### config.mk
export PLATFORM = sky130hd
export DESIGN_NAME = seq_mac_v2
export DESIGN_NICKNAME = d
export VERILOG_FILES = /design/src/rtl/seq_mac_pkg.sv /design/src/rtl/seq_mac_v2_lane.sv /design/src/rtl/seq_mac_v2.sv
export SDC_FILE = /design/constraint.sdc
export NUM_CORES = 2
export LEC_CHECK = 0
export ABC_CLOCK_PERIOD_IN_PS = 33300
export CAP_MARGIN = 30
export CELL_PAD_IN_SITES_DETAIL_PLACEMENT = 1
export CELL_PAD_IN_SITES_GLOBAL_PLACEMENT = 1
export CORE_MARGIN = 5
export CORE_UTILIZATION = 47
export DETAILED_ROUTE_END_ITERATION = 8
export PLACE_DENSITY_LB_ADDON = 0.05
export SLEW_MARGIN = 20
export SYNTH_ARGS = -nofsm -noshare
export SYNTH_HDL_FRONTEND = slang
export SYNTH_SLANG_ARGS = --single-unit
### constraint.sdc
create_clock -name clk_i -period 33.3 [get_ports clk_i]
set_clock_uncertainty 0.15 [all_clocks]
set_input_delay 4.995 -clock clk_i [delete_from_list [all_inputs] [get_ports clk_i]]
set_output_delay 4.995 -clock clk_i [all_outputs]
set_load 0.05 [all_outputs]
### src/rtl/seq_mac_pkg.sv
`default_nettype none
// ============================================================================
// Module      : seq_mac_pkg
// Description : Shared types and helpers for the bit-serial matrix MAC.
//               Holds the controller state enum, the accumulator width, the
//               legal-P check, size clamping and the B chunk-count function.
// Revision    : 1.0 - initial release
// ============================================================================
package seq_mac_pkg;

    localparam int ACC_W = 32;

    typedef enum logic [1:0] {
        ST_IDLE    = 2'd0,
        ST_COMPUTE = 2'd1,
        ST_DONE    = 2'd2
    } state_t;

    // Only 1, 2 and 4 B bits per cycle are supported.
    function automatic bit p_is_legal(input int p);
        return (p == 1) || (p == 2) || (p == 4);
    endfunction

    // Out-of-range operand widths are pulled into 1..max_w.
    function automatic logic [4:0] clamp_size(input logic [4:0] size, input int max_w);
        if (size == 5'd0) begin
            return 5'd1;
        end
        if (int'(size) > max_w) begin
            return 5'(max_w);
        end
        return size;
    endfunction

    // ceil(size_b / p): number of COMPUTE cycles for one job.
    function automatic logic [4:0] num_chunks(input logic [4:0] size_b, input int p);
        return 5'((int'(size_b) + p - 1) / p);
    endfunction

endpackage
`default_nettype wire

### src/rtl/seq_mac_v2_lane.sv
`default_nettype none
// ============================================================================
// Module      : seq_mac_lane
// Description : One output element D[m][n]. Forms the exact K-term sum of
//               A[k] * chunk(B[k]), shifts it into place and folds it into a
//               32-bit accumulator with either saturation or wrap-around.
// Ports       : clk_i, rst_i  - clock / synchronous active-high reset
//               load_i        - load accumulator from c_i
//               step_i        - add the current shifted chunk sum
//               c_i           - addend loaded at job start
//               a_i           - K extended A operands (signed, MAX_WIDTH+1 bits)
//               b_i           - K current B chunks (signed, P+1 bits)
//               shift_i       - chunk position in bits
//               acc_o         - accumulator value (drives D)
// Revision    : 1.0 - initial release
// ============================================================================
module seq_mac_lane
    import seq_mac_pkg::*;
#(
    parameter int K         = 2,
    parameter int MAX_WIDTH = 16,
    parameter int P         = 2,
    parameter int SATURATE  = 0
) (
    input  logic                         clk_i,
    input  logic                         rst_i,
    input  logic                         load_i,
    input  logic                         step_i,
    input  logic [ACC_W-1:0]             c_i,
    input  logic [K-1:0][MAX_WIDTH:0]    a_i,
    input  logic [K-1:0][P:0]            b_i,
    input  logic [4:0]                   shift_i,
    output logic [ACC_W-1:0]             acc_o
);

    localparam int c_prod_w = MAX_WIDTH + P + 2;
    localparam int c_sum_w  = c_prod_w + $clog2(K);
    // Wide enough for the sum shifted by any 5-bit amount plus the accumulator.
    localparam int c_wide_w = c_sum_w + 33;

    logic signed [c_prod_w-1:0] w_prod [K];
    logic signed [c_sum_w-1:0]  w_sum;
    logic signed [c_wide_w-1:0] w_total;
    logic                       w_ovf;
    logic [ACC_W-1:0]           w_next;
    logic [ACC_W-1:0]           r_acc;

    always_comb begin
        w_sum = '0;
        for (int k = 0; k < K; k++) begin
            w_prod[k] = c_prod_w'($signed(a_i[k])) * c_prod_w'($signed(b_i[k]));
            w_sum     = w_sum + c_sum_w'(w_prod[k]);
        end
        w_total = c_wide_w'($signed(r_acc)) + (c_wide_w'(w_sum) <<< shift_i);
        // The exact result fits in 32 bits only if everything from bit 31 up
        // is a pure sign extension.
        w_ovf = !((&w_total[c_wide_w-1:ACC_W-1]) || !(|w_total[c_wide_w-1:ACC_W-1]));
        if ((SATURATE != 0) && w_ovf) begin
            w_next = w_total[c_wide_w-1] ? {1'b1, {(ACC_W-1){1'b0}}}
                                         : {1'b0, {(ACC_W-1){1'b1}}};
        end else begin
            w_next = w_total[ACC_W-1:0];
        end
    end

    always_ff @(posedge clk_i) begin
        if (rst_i) begin
            r_acc <= '0;
        end else if (load_i) begin
            r_acc <= c_i;
        end else if (step_i) begin
            r_acc <= w_next;
        end
    end

    assign acc_o = r_acc;

endmodule
`default_nettype wire

### src/rtl/seq_mac_v2.sv
`default_nettype none
// ============================================================================
// Module      : seq_mac_v2
// Description : Bit-serial matrix multiply-accumulate D = A*B + C (or + D).
//               B is consumed P bits per cycle, LSB chunk first; the final
//               chunk carries the sign when B is signed.
// Ports       : clk_i, rst_i          - clock / synchronous active-high reset
//               a_i, b_i, c_i         - operand matrices (A, B right-aligned)
//               size_a_i, size_b_i    - operand widths (clamped to 1..MAX_WIDTH)
//               signed_a_i, signed_b_i- operand signedness
//               accum_i               - start from current D instead of C
//               valid_i / ready_o     - job input handshake
//               valid_o / ready_i     - result output handshake
//               d_o                   - result matrix
// Revision    : 1.0 - initial release
// ============================================================================
module seq_mac_v2
    import seq_mac_pkg::*;
#(
    parameter int M         = 2,
    parameter int N         = 2,
    parameter int K         = 2,
    parameter int MAX_WIDTH = 16,
    parameter int P         = 2,
    parameter int SATURATE  = 0
) (
    input  logic                                clk_i,
    input  logic                                rst_i,
    input  logic [M-1:0][K-1:0][MAX_WIDTH-1:0]  a_i,
    input  logic [K-1:0][N-1:0][MAX_WIDTH-1:0]  b_i,
    input  logic [M-1:0][N-1:0][ACC_W-1:0]      c_i,
    input  logic [4:0]                          size_a_i,
    input  logic [4:0]                          size_b_i,
    input  logic                                signed_a_i,
    input  logic                                signed_b_i,
    input  logic                                accum_i,
    input  logic                                valid_i,
    output logic                                ready_o,
    output logic                                valid_o,
    input  logic                                ready_i,
    output logic [M-1:0][N-1:0][ACC_W-1:0]      d_o
);

    generate
        if (!p_is_legal(P)) begin : g_bad_p
            $error("seq_mac_v2: P must be 1, 2 or 4");
        end
    endgenerate

    state_t                               r_state;
    logic [4:0]                           r_cnt;
    logic [4:0]                           r_size_a;
    logic [4:0]                           r_size_b;
    logic                                 r_signed_a;
    logic                                 r_signed_b;
    logic                                 r_valid;
    logic [M-1:0][K-1:0][MAX_WIDTH-1:0]   r_a;
    logic [K-1:0][N-1:0][MAX_WIDTH-1:0]   r_b;

    logic                                 w_accept;
    logic                                 w_load;
    logic                                 w_step;
    logic                                 w_last;
    logic [4:0]                           w_nch;
    logic [4:0]                           w_shamt;
    logic [MAX_WIDTH:0]                   w_mask_a;
    logic [MAX_WIDTH:0]                   w_top_a;
    logic [MAX_WIDTH:0]                   w_a_raw;
    logic [MAX_WIDTH+P-1:0]               w_mask_b;
    logic [MAX_WIDTH+P-1:0]               w_top_b;
    logic [MAX_WIDTH+P-1:0]               w_b_raw;
    logic [MAX_WIDTH+P-1:0]               w_b_ext;
    logic [P-1:0]                         w_b_chunk;
    logic [M-1:0][K-1:0][MAX_WIDTH:0]     w_a_ext;
    logic [N-1:0][K-1:0][P:0]             w_chunk;

    assign ready_o  = (r_state == ST_IDLE) || ((r_state == ST_DONE) && ready_i);
    assign valid_o  = r_valid;
    assign w_accept = valid_i && ready_o;
    assign w_load   = w_accept && !accum_i;
    assign w_step   = (r_state == ST_COMPUTE);
    assign w_nch    = num_chunks(r_size_b, P);
    assign w_last   = (r_cnt == (w_nch - 5'd1));
    assign w_shamt  = 5'(int'(r_cnt) * P);

    // Operand extension by masking: bits at and above the width are replaced
    // by the sign bit (signed) or zero (unsigned).
    always_comb begin
        w_mask_a  = ~({(MAX_WIDTH+1){1'b1}} << r_size_a);
        w_top_a   = {{MAX_WIDTH{1'b0}}, 1'b1} << (r_size_a - 5'd1);
        w_mask_b  = ~({(MAX_WIDTH+P){1'b1}} << r_size_b);
        w_top_b   = {{(MAX_WIDTH+P-1){1'b0}}, 1'b1} << (r_size_b - 5'd1);
        w_a_raw   = '0;
        w_b_raw   = '0;
        w_b_ext   = '0;
        w_b_chunk = '0;
        for (int m = 0; m < M; m++) begin
            for (int k = 0; k < K; k++) begin
                w_a_raw       = {1'b0, r_a[m][k]};
                w_a_ext[m][k] = (w_a_raw & w_mask_a) |
                                ((r_signed_a && (|(w_a_raw & w_top_a))) ? ~w_mask_a : '0);
            end
        end
        for (int k = 0; k < K; k++) begin
            for (int n = 0; n < N; n++) begin
                w_b_raw   = {{P{1'b0}}, r_b[k][n]};
                w_b_ext   = (w_b_raw & w_mask_b) |
                            ((r_signed_b && (|(w_b_raw & w_top_b))) ? ~w_mask_b : '0);
                w_b_chunk = P'(w_b_ext >> w_shamt);
                // Only the most significant chunk of a signed B is negative-weighted.
                w_chunk[n][k] = {r_signed_b && w_last && w_b_chunk[P-1], w_b_chunk};
            end
        end
    end

    always_ff @(posedge clk_i) begin
        if (rst_i) begin
            r_state    <= ST_IDLE;
            r_cnt      <= '0;
            r_valid    <= 1'b0;
            r_a        <= '0;
            r_b        <= '0;
            r_size_a   <= '0;
            r_size_b   <= '0;
            r_signed_a <= 1'b0;
            r_signed_b <= 1'b0;
        end else begin
            if (w_accept) begin
                r_a        <= a_i;
                r_b        <= b_i;
                r_size_a   <= clamp_size(size_a_i, MAX_WIDTH);
                r_size_b   <= clamp_size(size_b_i, MAX_WIDTH);
                r_signed_a <= signed_a_i;
                r_signed_b <= signed_b_i;
                r_cnt      <= '0;
            end
            case (r_state)
                ST_IDLE: begin
                    if (w_accept) begin
                        r_state <= ST_COMPUTE;
                    end
                end
                ST_COMPUTE: begin
                    if (w_last) begin
                        r_state <= ST_DONE;
                        r_valid <= 1'b1;
                    end else begin
                        r_cnt <= r_cnt + 5'd1;
                    end
                end
                ST_DONE: begin
                    if (ready_i) begin
                        r_valid <= 1'b0;
                        r_state <= valid_i ? ST_COMPUTE : ST_IDLE;
                    end
                end
                default: begin
                    r_state <= ST_IDLE;
                end
            endcase
        end
    end

    generate
        for (genvar m = 0; m < M; m++) begin : g_row
            for (genvar n = 0; n < N; n++) begin : g_col
                seq_mac_lane #(
                    .K         (K),
                    .MAX_WIDTH (MAX_WIDTH),
                    .P         (P),
                    .SATURATE  (SATURATE)
                ) u_lane (
                    .clk_i   (clk_i),
                    .rst_i   (rst_i),
                    .load_i  (w_load),
                    .step_i  (w_step),
                    .c_i     (c_i[m][n]),
                    .a_i     (w_a_ext[m]),
                    .b_i     (w_chunk[n]),
                    .shift_i (w_shamt),
                    .acc_o   (d_o[m][n])
                );
            end
        end
    endgenerate

endmodule
`default_nettype wire

# Yosys cells after proc, flatten, opt, wreduce, memory -nomap -nowiden
# Cells that the tools add are included.
# word_totals
word_cells,173
input_bits,273
out_inout_bits,130
regBits,276
# classes
bitwise,29
n_eq_ne,6
n_reduce_logical,33
addsub,15
n_lt_le_gt_ge,2
n_shift,12
multipliers,8
n_mux,49
# ops
operator,count
$mux 32,8
$mul 17x3->20,8
$and 16x18->18,8
$and 16x17->17,8
$add 32x32->32,4
$sshl 21x5->32,4
$add 20x20->21,4
$mux 18,4
$or 18x18->18,4
$reduce_or 18->1,4
$shr 18x5->2,4
$mux 17,4
$or 17x17->17,4
$reduce_or 17->1,4
$mux 5,11
$not 18->18,2
$not 17->17,2
$shl 1x5->18 const A,1
$shl 18x5->18 const A,1
$mux 1,17
$shl 1x5->17 const A,1
$shl 17x5->17 const A,1
$logic_and 1x1->1,16
$sub 5x1->5 const B,3
other kinds (19),27

# Depth between registers and ports, before layout
# logic_depth
depth_word,15
depth_mapped,49
ltp_nobuf,44

# Hierarchy
# Synthesis repeated with hierarchy kept, for this count alone.
# unflattened
cells_unflattened,5407
hier_area_um2,42091.6
# modules_own_cells
mod,cells_each,n_inst,area_per_inst_um2,seq_area_each_um2
seq_mac_v2,1304,1,9470.3,2962.8
seq_mac_lane at g_row[1].g_col[0].u_lane,1041,1,8410.6,640.6
seq_mac_lane at g_row[0].g_col[0].u_lane,1026,1,8219.1,640.6
seq_mac_lane at g_row[1].g_col[1].u_lane,1032,1,8091.5,640.6
seq_mac_lane at g_row[0].g_col[1].u_lane,1004,1,7900.1,640.6

# Worst setup path before layout
# No wires, ideal clock.
# synth_timing
kind,input to output
startpoint,input port ready_i
endpoint,output port ready_o
required_ns,28.155
arrival_time_ns,5.862
stages,2
path_buffers,0
slack_ns,22.293
path_cell_list,inv_1 > a21oi_1
# synth_between
elab_chain_len,2
# synth_rtl
element,line,rtl
"start, declared",seq_mac_v2.sv:40,"input logic ready_i,"
$logic_and 1x1->1,seq_mac_v2.sv:77,assign ready_o = (r_state == ST_IDLE) || ((r_state == ST_DONE) && ready_i);
$logic_or 1x1->1,seq_mac_v2.sv:77,
"end, declared",seq_mac_v2.sv:38,"output logic ready_o,"
# Every way passes these cells.

# Worst setup path after layout
# layout_timing
startpoint,register r_size_b[1]
endpoint,register g_row[0].g_col[0].u_lane.r_acc[31]
# layout_between
elab_chain_len,15
elab_cells_between_ends,35
classes_between,7 x add/sub; 2 x mul; 1 x eq/ne; 5 x shift; 4 x mux; 9 x bitwise; 7 x reduce/logical
# layout_rtl
element,line,rtl
"start, declared",seq_mac_v2.sv:53,logic [4:0] r_size_b;
"start signal, assigned",seq_mac_v2.sv:132,"r_size_b <= clamp_size(size_b_i, MAX_WIDTH);"
branches (longest 10 deep; another with $mul 17x3->20),-,
$add 20x20->21 *,seq_mac_v2_lane.sv:52,w_sum = w_sum + c_sum_w'(w_prod[k]);
$sshl 21x5->32 *,seq_mac_v2_lane.sv:54,w_total = c_wide_w'($signed(r_acc)) + (c_wide_w'(w_sum) <<< shift_i);
$add 32x32->32 *,seq_mac_v2_lane.sv:54,
$mux 32 *,seq_mac_v2_lane.sv:71,end else if (step_i) begin
$mux 32 *,seq_mac_v2_lane.sv:69,end else if (load_i) begin
"end signal, assigned",seq_mac_v2_lane.sv:70,r_acc <= c_i;
"end signal, assigned",seq_mac_v2_lane.sv:72,r_acc <= w_next;
"end, declared",seq_mac_v2_lane.sv:46,logic [ACC_W-1:0] r_acc;
# Mark *: on every way between the ends. The select of a mux whose other input is x is not followed.
# A chain may end at the register's enable or synchronous reset.

==> results.cfg <==
[placed_design]
hpwl_um = 126500
port-buffer-count = 402
place_area_um2 = 42940
place_ws_ns = 20.23
gp_congestion = 0.9602

[global_routing]
grt_pass1_vias = 40580
grt_antenna_before_repair = 3
track_usage_pct = 34.82
gr-total-overflow = 0
busiest_layer = met2
met2_usage_pct = 55.99
grt_max_degree = 92
grt_pass1_wl_um = 241600
met3_usage_pct = 5.804
grt.met1_usage_pct = 48.17

[yosys]
ys_warn_count = 0
synthTopCellsByArea = fa_1 (15%), dfxtp_1 (14%), ha_1 (10%)
synth_edf_count = 0
synth.mux.area_fraction_pct = 5.671
synth_compound_area_share_pct = 23.25
avgSynthCellArea_um2 = 7.641
netlist_area_um2 = 38390
synth-xor-area-share_pct = 3.970
async_flop_share_pct = 0
seq_area_frac_synth_pct = 14.39
postSynthCellCount = 5024
netlist.area_leader.share_pct = 15.44
syn_nets = 5903
ys_types = 96
yosysTopAreaCell = fa_1
synth_top_family_by_area = adder cells
synthSimpleGateAreaFrac_pct = 21.92
synth_flop_cell = dfxtp_1
synthMostInstantiatedCell = nand2_1
synth_fa_ha_area_share_pct = 25.54
yosys-top-cells-count = nand2_1 (696), nor2_1 (654), a21oi_1 (444)
ys_ff_latch = 276

[clock_tree]
cts_setup_buffers = 0
clk_pin_slew_ns = 0.06
clock-root-buffer = clkbuf_16
max-clock-path-buffers = 3
ctsResizeCount = 0
cts.sinks = 276
cts_tree = done
ctsHoldBuffers = 0
numCtsBuffers = 36
insertion_delay_ns = 0.57
h-tree-depth = 2

[sta]
finalCritPeriodShare_pct = 40.15
setup_viol = 0
slew_headroom_pct = 29.84
worst_pin_slew_ns = 1.052
rsz0062_at_grt = no
finalHoldViolCount = 0
setup_ws_ns = 19.93
clock.fmax_mhz = 74.79
finalWorstPathRequiredPeriod_ns = 13.37
final.setup.tns_ns = 0
drv_slew = 0

[power]
leakagePower_nw = 20.40
power.switching_w = 0.0004573
internal_power_w = 0.0007395
finalPower_w = 0.001197
p_comb_share_pct = 33.1
powerDensity_nw_per_um2 = 27.12
ir_drop_v = 0.00003431
clock_power_share_pct = 34.1
switching_share_pct = 38.21
p_seq_share_pct = 32.7

[detailed_routing]
drc = 0
antenna_left = 0
wl_per_cell_um = 25.16
viasPerCell = 6.280
wirelength_um = 158500
drt-initial-drc-count = 3506
drtPass1Iterations = 9
vias = 39570

[floorplan]
die_area_um2 = 87490
initial_core_util_pct = 47.51
core_um2 = 80810
num_rows = 104
io_pins = 403
die_w_um = 295.8
die-height_um = 295.8

[run]
cap_violations = 0

[worst_setup_path]
slowest_stage = o311ai_0
path_class = reg2reg
critPathMaxStageDelay_ns = 0.81
cp_data_required_time_ns = 33.63
critPathMostFrequentCell = o21ai_0
worst_ep_arrival_time_ns = 13.70
critPathMaxFanout = 35
cp-end-kind = flip-flop
critPathLaunchType = flip-flop

[final_layout]
drive_gt1_share_pct = 4.755
final_util_pct = 54.61
area_growth_pct = 14.96
stdcell_area_um2 = 44130
fin_nets = 6091
nFillCells = 10010

[status]
status = completed

[min_path]
min_path_type = reg2reg
[routing by layer]
layer / share of wire (%) / up-vias / wire (um)
met5: 0.0082 / - / 13
met4: 3.5 / 2 / 5526
met3: 7.0 / 299 / 11050
met2: 45 / 1451 / 71920
met1: 44 / 19760 / 70010
li1: - / 18060 / -
[cell families after synthesis]
logic type / count (synthesis)
AND/OR/NAND/NOR: 1899
AO/OA/AOI/OAI: 1362
multiplexers: 201
buffers and inverters: 506
flip-flops: 276
XOR/XNOR: 174
adder cells (fa/ha/maj): 606
[path summary, 6_finish.rpt]
kind                            start                                              end  slack, ns  cells past startpoint
max          r_size_b[1]$_SDFFE_PP0P_  g_row[0].g_col[0].u_lane.acc_o[31]$_SDFFE_PP0P_      19.93                     42
min              r_b[44]$_SDFFE_PP0P_                             r_b[44]$_SDFFE_PP0P_       0.34                      2
max reg2reg  r_size_b[1]$_SDFFE_PP0P_  g_row[0].g_col[0].u_lane.acc_o[31]$_SDFFE_PP0P_      19.93                     42
min reg2reg      r_b[44]$_SDFFE_PP0P_                             r_b[44]$_SDFFE_PP0P_       0.34                      2
[critical path: cells and delay by family (launching register included)]
family | cells | cell delay [ns]
compound gates | 21 | 5.65
fa+ha+maj | 8 | 3.63
buf+inv | 6 | 1.41
simple gates | 5 | 1.20
flops | 1 | 0.71
mux | 1 | 0.31
xor+xnor | 1 | 0.18
[per-stage QoR]
step,hold slack [ns],std cells
floorplan,0.2938,5024
global placement,0.3138,6233
detailed placement,0.3217,6234
CTS,0.3348,6297
global route,0.3450,6297
finish,0.3355,6300
[cells in the final DEF, fill, tap and decap left out, types with 83 or more instances in the layout]
master           count
o21ai_0            233
xnor2_1            109
a21o_1             111
clkdlybuf4s50_1    401
mux2i_1            141
dfxtp_1            272
nand2_1            695
a21oi_1            444
nor2_1             653
inv_1              191
nor2b_1             83
ha_1               310
nand3_1             89
fa_1               296
[power groups by stage]
stage,Combinational [W],Sequential (W),Clock (W)
final,0.000397,0.000392,0.000408
after global routing,0.000422,0.000394,0.000426
after detailed placement,0.000389,0.000397,0
after CTS,0.000392,0.000391,0.000415
after global placement,0.000384,0.000397,0
after floorplan,0.000205,0.000428,0
[state kept, by name, summed over array words and instances (netlist names)]
| signal | flops |
|---|---|
| g_row.g_col.u_lane.acc_o | 128 |
| r_a | 64 |
| r_b | 64 |
| r_cnt | 5 |
| r_size_a | 5 |
| r_size_b | 5 |
| r_state | 2 |
| r_signed_a | 1 |
| r_signed_b | 1 |
| valid_o | 1 |
[layout make-up]
type	count	area (um2)	share of cell area (%)
repair buffers	459	4453	10.09
clock inverters	17	201.4	0.4565
well taps	1060	1326	3.005
diodes	3	7.507	0.01701
clock buffers	46	979.7	2.220
inverters	197	739.5	1.676
flip-flops and latches	276	5535	12.54
multi-input cells	4242	30890	69.99
(Power assumes the default switching activity.)
